--- src/rtl/fetch_queue_if.sv ---
// Fetch-to-decode handshake bundle for the instruction prefetch queue.
// master: fetch/decode side driving the queue; slave: the queue itself.
interface fetch_queue_if #(
    parameter int unsigned XLEN  = 32,
    parameter int unsigned DEPTH = 4
);
    logic                     fetch_valid;
    logic [XLEN-1:0]          fetch_pc;
    logic [XLEN-1:0]          fetch_instr;
    logic                     fetch_ready;
    logic                     flush;
    logic                     dec_valid;
    logic [XLEN-1:0]          dec_pc;
    logic [XLEN-1:0]          dec_instr;
    logic                     dec_ready;
    logic [$clog2(DEPTH):0]   count;
    logic                     overflow;

    modport master (
        output fetch_valid, fetch_pc, fetch_instr, flush, dec_ready,
        input  fetch_ready, dec_valid, dec_pc, dec_instr, count, overflow
    );

    modport slave (
        input  fetch_valid, fetch_pc, fetch_instr, flush, dec_ready,
        output fetch_ready, dec_valid, dec_pc, dec_instr, count, overflow
    );
endinterface

--- src/rtl/fetch_queue.sv ---
// Instruction prefetch buffer: in-order {pc, instr} FIFO between fetch and
// decode. Absorbs decode stalls, drops everything on redirect (flush), and
// flags pushes attempted while full with a sticky overflow bit.
module fetch_queue #(
    parameter int unsigned     XLEN      = 32,
    parameter int unsigned     DEPTH     = 4,
    parameter logic [XLEN-1:0] NOP_INSTR = 32'h00000013
) (
    input  logic          clk,
    input  logic          reset,
    fetch_queue_if.slave  bus
);
    localparam int unsigned AW = $clog2(DEPTH);
    localparam int unsigned CW = AW + 1;

    logic [XLEN-1:0] pc_mem    [DEPTH];
    logic [XLEN-1:0] instr_mem [DEPTH];
    logic [AW-1:0]   wr_ptr;
    logic [AW-1:0]   rd_ptr;
    logic [CW-1:0]   cnt;
    logic            ovf;
    logic            full;
    logic            empty;
    logic            push;
    logic            pop;

    assign full  = (cnt == CW'(DEPTH));
    assign empty = (cnt == '0);
    // No pass-through when full: a same-cycle pop never frees a slot for push.
    assign push  = bus.fetch_valid & ~full;
    assign pop   = bus.dec_ready & ~empty;

    // Storage write; contents are don't-care after reset, so no reset here.
    always_ff @(posedge clk) begin
        if (push && !bus.flush) begin
            pc_mem[wr_ptr]    <= bus.fetch_pc;
            instr_mem[wr_ptr] <= bus.fetch_instr;
        end
    end

    // Pointer, occupancy and sticky overflow update; flush beats push/pop.
    always_ff @(posedge clk or posedge reset) begin
        if (reset) begin
            wr_ptr <= '0;
            rd_ptr <= '0;
            cnt    <= '0;
            ovf    <= 1'b0;
        end else if (bus.flush) begin
            wr_ptr <= '0;
            rd_ptr <= '0;
            cnt    <= '0;
            ovf    <= 1'b0;
        end else begin
            if (push)
                wr_ptr <= wr_ptr + AW'(1);
            if (pop)
                rd_ptr <= rd_ptr + AW'(1);
            if (push && !pop)
                cnt <= cnt + CW'(1);
            else if (pop && !push)
                cnt <= cnt - CW'(1);
            if (bus.fetch_valid && full)
                ovf <= 1'b1;
        end
    end

    // Head presentation; an empty queue shows pc 0 and a NOP to decode.
    always_comb begin
        bus.fetch_ready = ~full;
        bus.dec_valid   = ~empty;
        bus.dec_pc      = '0;
        bus.dec_instr   = NOP_INSTR;
        if (!empty) begin
            bus.dec_pc    = pc_mem[rd_ptr];
            bus.dec_instr = instr_mem[rd_ptr];
        end
        bus.count    = cnt;
        bus.overflow = ovf;
    end
endmodule

--- src/flat_wrapper.sv ---
// flat-port wrapper written by rule: the top's interface ports become plain ports
module fetch_queue_flat 
#(
    parameter int unsigned     XLEN      = 32,
    parameter int unsigned     DEPTH     = 4,
    parameter logic [XLEN-1:0] NOP_INSTR = 32'h00000013
)
  (clk, reset, bus_fetch_valid, bus_fetch_pc, bus_fetch_instr, bus_flush, bus_dec_ready, bus_fetch_ready, bus_dec_valid, bus_dec_pc, bus_dec_instr, bus_count, bus_overflow);
  fetch_queue_if #(.XLEN(XLEN), .DEPTH(DEPTH)) bus_i ();
  input  logic clk;
  input  logic reset;
  input wire logic [$bits(bus_i.fetch_valid)-1:0] bus_fetch_valid;
  input wire logic [$bits(bus_i.fetch_pc)-1:0] bus_fetch_pc;
  input wire logic [$bits(bus_i.fetch_instr)-1:0] bus_fetch_instr;
  input wire logic [$bits(bus_i.flush)-1:0] bus_flush;
  input wire logic [$bits(bus_i.dec_ready)-1:0] bus_dec_ready;
  output wire logic [$bits(bus_i.fetch_ready)-1:0] bus_fetch_ready;
  output wire logic [$bits(bus_i.dec_valid)-1:0] bus_dec_valid;
  output wire logic [$bits(bus_i.dec_pc)-1:0] bus_dec_pc;
  output wire logic [$bits(bus_i.dec_instr)-1:0] bus_dec_instr;
  output wire logic [$bits(bus_i.count)-1:0] bus_count;
  output wire logic [$bits(bus_i.overflow)-1:0] bus_overflow;
  assign bus_i.fetch_valid = bus_fetch_valid;
  assign bus_i.fetch_pc = bus_fetch_pc;
  assign bus_i.fetch_instr = bus_fetch_instr;
  assign bus_i.flush = bus_flush;
  assign bus_i.dec_ready = bus_dec_ready;
  assign bus_fetch_ready = bus_i.fetch_ready;
  assign bus_dec_valid = bus_i.dec_valid;
  assign bus_dec_pc = bus_i.dec_pc;
  assign bus_dec_instr = bus_i.dec_instr;
  assign bus_count = bus_i.count;
  assign bus_overflow = bus_i.overflow;
  fetch_queue #(.XLEN(XLEN), .DEPTH(DEPTH), .NOP_INSTR(NOP_INSTR)) u_core (.clk(clk), .reset(reset), .bus(bus_i));
endmodule
--- config.mk ---
export PLATFORM = sky130hd
export DESIGN_NAME = fetch_queue_flat
export DESIGN_NICKNAME = d
export VERILOG_FILES = /design/src/rtl/fetch_queue_if.sv /design/src/rtl/fetch_queue.sv /design/src/flat_wrapper.sv
export SDC_FILE = /design/constraint.sdc
export NUM_CORES = 1
export LEC_CHECK = 0
export ABC_AREA = 1
export CAP_MARGIN = 0
export CORE_UTILIZATION = 45
export DETAILED_ROUTE_END_ITERATION = 8
export PLACE_DENSITY = 0.76
export SLEW_MARGIN = 20
export SYNTH_ARGS = -nofsm -noshare
export SYNTH_HDL_FRONTEND = slang
export SYNTH_SLANG_ARGS = --single-unit
--- constraint.sdc ---
create_clock -name clk -period 4.05 [get_ports clk]
set_input_delay 0.405 -clock clk [delete_from_list [all_inputs] [get_ports clk]]
set_output_delay 0.405 -clock clk [all_outputs]
set_load 0.01 [all_outputs]
==> impl_metrics.csv <==
group,metric,value,unit
outcome,status,"finished, final reports clean",
setup_path,crit_chain,"clkinv_2 -> buf_4 -> nor2_1 -> o311ai_0 -> clkdlybuf4s50_1",
routing,routedWlPerCell,17.76,um
timing,skew,11.91,ps
pwr,ir_worst_vdd,0.3811,mV
routing,drtIter0Drc,574,
setup_path,end_kind,"primary output",
global_routing,grt_max_degree,130,
setup_path,path_buf_inv,3,
yosys,synth_area,10390,um2
global_routing,grt_pass1_vias,6390,
die,core,22640,um2
setup_path,worst_r2r_endpoint,"u_core.instr_mem[3][10]",
clocking,cts_setup_buffers,0,
routing,ant_nets,0,
global_routing,track_usage,18.84,%
routing,drt_wl_total,22270,um
routing,vias,6592,
timing,grt_setup_unrepaired,"no",
global_routing,grt.overflow.total,0,
yosys,synth_compound_area_share,9.611,%
layout,num_antenna_cells,0,
pwr,switching_power,2.606,mW
clocking,cts_hold_buf,0,
pwr,clockPowerShare,28.3,%
yosys,yosys.area_share.simple,10.61,%
yosys,yosysSeqAreaShare,75.92,%
yosys,synth_nets,893,
yosys,synth_cell_types,25,
yosys,yosys_warnings,0,
timing,worst_pin_slew,893.3,ps
setup_path,cp.arrival,2860,ps
yosys,async_flop_share,3.030,%
setup_path,crit_required,3640,ps
yosys,synth_xor_area_share,0.1686,%
yosys,ys.flop_type,"edfxtp_1",
pwr,p_sw_share,31.08,%
clocking,clock_path_buffers,3,
clocking,cts_root_buf,"clkbuf_16",
yosys,muxShareOfSynthArea,0,%
placed_design,dp_hpwl,13010,um
timing,fin_crit_sh,80.70,%
yosys,synth_area_per_cell,12.68,um2
clocking,cts_made_buffers,26,
hold_path,min_path_type,"primary input to async pin",
run,drv_cap,0,
clocking,cts_resized,0,
setup_path,crit_fanout,33,
die,dieArea,23700,um2
clocking,tritoncts,"done",
setup_path,r2r_slack,1660,ps
layout,syn2layout_area_growth,24.21,%
timing,max-slew-margin-rel,40.36,%
routing,drcViolationCount,0,
placed_design,numPortBuffers,138,
yosys,synth_edf_count,256,
die,start_util,45.89,%
layout,nNetsFinal,1023,
yosys,synth_top_family_by_area,"simple AND/OR/NAND/NOR gates",
timing,hold_violations,0,
global_routing,antenna_found_initial,0,
setup_path,reg2regPathDepth,4,
timing,setup_tns,0,ps
timing,setup_viol,0,
die,die_y,153.9,um
pwr,power.density,649.9,nW/um2
setup_path,critPathKind,"register to primary output",
clocking,cts.reportedPaths.clkPinSlew,60,ps
die,fp-row-count,55,
layout,drive_above_1_share,6.605,%
pwr,pwr-share-seq,38.7,%
setup_path,rr_startpoint,"u_core.bus.count[2]",
timing,fin_crit,3268,ps
timing,timing.hold.ws,161.3,ps
timing,maxSlewViolCount,0,
global_routing,grt_first_pass_wirelength,34400,um
pwr,p_comb_share,33.0,%
setup_path,crit_family,"buffers and inverters",
setup_path,worstSetupStartpointType,"register",
yosys,yosys_register_bits,264,
yosys,synth_cells,819,
routing,dr.pass1.iters,7,
timing,max_freq,306.0,MHz
die,io_pins,139,
die,fp.dieW,153.9,um
clocking,htreeDepth,1,
clocking,insertion_delay,520,ps
routing,viasPerCell,5.257,
pwr,p_leak,4.344,nW
yosys,synth-adder-area-share,0.6745,%
placed_design,gp_congestion,0.8105,
setup_path,cp_slowest_cell,"clkdlybuf4s50_1",
pwr,p_int,5.779,mW
clocking,clock-sinks,264,
setup_path,cpPeakStageDelay,640,ps
-- worst max path at each step --
stage	start	cells past startpoint	end
2_1_floorplan	u_core.bus.count[0]	4	u_core.instr_mem[0][0]
4_1_cts	u_core.rd_ptr[0]	5	bus_dec_instr[1]
6_report	u_core.rd_ptr[0]	5	bus_dec_instr[1]
5_1_grt	u_core.rd_ptr[0]	5	bus_dec_instr[4]
3_5_place_dp	bus_fetch_valid	6	u_core.instr_mem[3][19]
3_3_place_gp	bus_fetch_valid	6	u_core.instr_mem[3][9]
-- cell usage after synthesis (4+ instances only) --
library cell / number / share of area [%]
a21oi_1: 61 / 2.9
nand3_1: 4 / 0.19
edfxtp_1: 256 / 74
o21ai_0: 128 / 6.2
inv_1: 14 / 0.51
buf_1: 7 / 0.25
dfrtp_1: 8 / 1.9
nand2_1: 10 / 0.36
nor2_1: 264 / 9.5
buf_2: 7 / 0.34
clkbuf_1: 21 / 0.76
buf_4: 14 / 1.0
inv_2: 4 / 0.14
ha_1: 4 / 0.48
-- sequential cells by signal (all words and copies together) (netlist names) --
register,cells
u_core.bus.count,3
u_core.bus.overflow,1
u_core.instr_mem,128
u_core.pc_mem,128
u_core.rd_ptr,2
u_core.wr_ptr,2
-- layer usage --
layer	vias to the layer above	part of all wire [%]	global-route usage (%)	routed length [um]
li1	3155	-	-	-
met1	3138	42	25.53	9428
met2	259	48	31.23	10720
met3	40	6.8	2.875	1522
met4	0	2.7	6.286	597
met5	-	0	0	0
-- cell usage in the layout, fill, tap and decap left out, types with 2 or more instances in the layout --
cell type | Yosys | final
clkinv_1 | 0 | 9
nand3_1 | 4 | 4
nand4_1 | 3 | 3
buf_4 | 14 | 10
a21oi_1 | 61 | 61
ha_1 | 4 | 4
inv_1 | 14 | 13
clkinvlp_4 | 0 | 3
nor2_1 | 264 | 260
o311ai_0 | 3 | 3
clkdlybuf4s50_1 | 0 | 138
edfxtp_1 | 256 | 256
clkinv_2 | 0 | 2
inv_2 | 4 | 4
nand2_2 | 2 | 2
dfrtp_1 | 8 | 6
clkbuf_1 | 21 | 4
buf_12 | 0 | 3
o21ai_1 | 2 | 2
clkbuf_16 | 0 | 27
nand2_1 | 10 | 10
o21ai_0 | 128 | 128
nor2_4 | 1 | 5
bufinv_16 | 0 | 3
-- power by group through the flow --
stage	Combinational [mW]	Clock [mW]	Sequential, mW
3_5_place_dp	2.78	0	3.30
3_3_place_gp	2.76	0	3.30
5_1_grt	3.02	2.50	3.26
2_1_floorplan	1.41	0	3.31
6_report	2.77	2.37	3.25
4_1_cts	2.81	2.40	3.25
-- cell type report --
class / count / area, um2
Inverter: 18 / 68.82
Tap cell: 285 / 356.6
Sequential cell: 264 / 7893
Timing Repair Buffer: 151 / 1516
Fill cell: 1763 / 9737
Clock inverter: 17 / 160.2
Multi-Input combinational cell: 488 / 2218
Clock buffer: 31 / 690.7
-- through the flow --
step / total power, mW / instances / setup WS (ps) / area [um2] / utilization, %
4_1_cts: 8.455 / 1254 / 732.7 / 12900 / 56.99
2_1_floorplan: 4.717 / 819 / 7.619 / 10390 / -
3_5_place_dp: 6.086 / 1206 / 1220 / 12050 / 53.24
5_1_grt: 8.782 / 1254 / 614.9 / 12900 / 56.99
6_report: 8.386 / 1254 / 781.8 / 12900 / 56.99
3_3_place_gp: 6.059 / 1206 / 1289 / 12050 / 53.24
-- kinds of logic (layout without fill, tap and decap cells) --
| family | count (synthesis) | in the layout |
|---|---|---|
| adder cells (fa/ha/maj) | 5 | 5 |
| buffers and inverters | 67 | 217 |
| flip-flops | 264 | 264 |
| AND/OR/NAND/NOR | 285 | 285 |
| XOR/XNOR | 2 | 2 |
| AO/OA/AOI/OAI | 196 | 196 |
No activity file was read; power rests on OpenSTA's default activity.
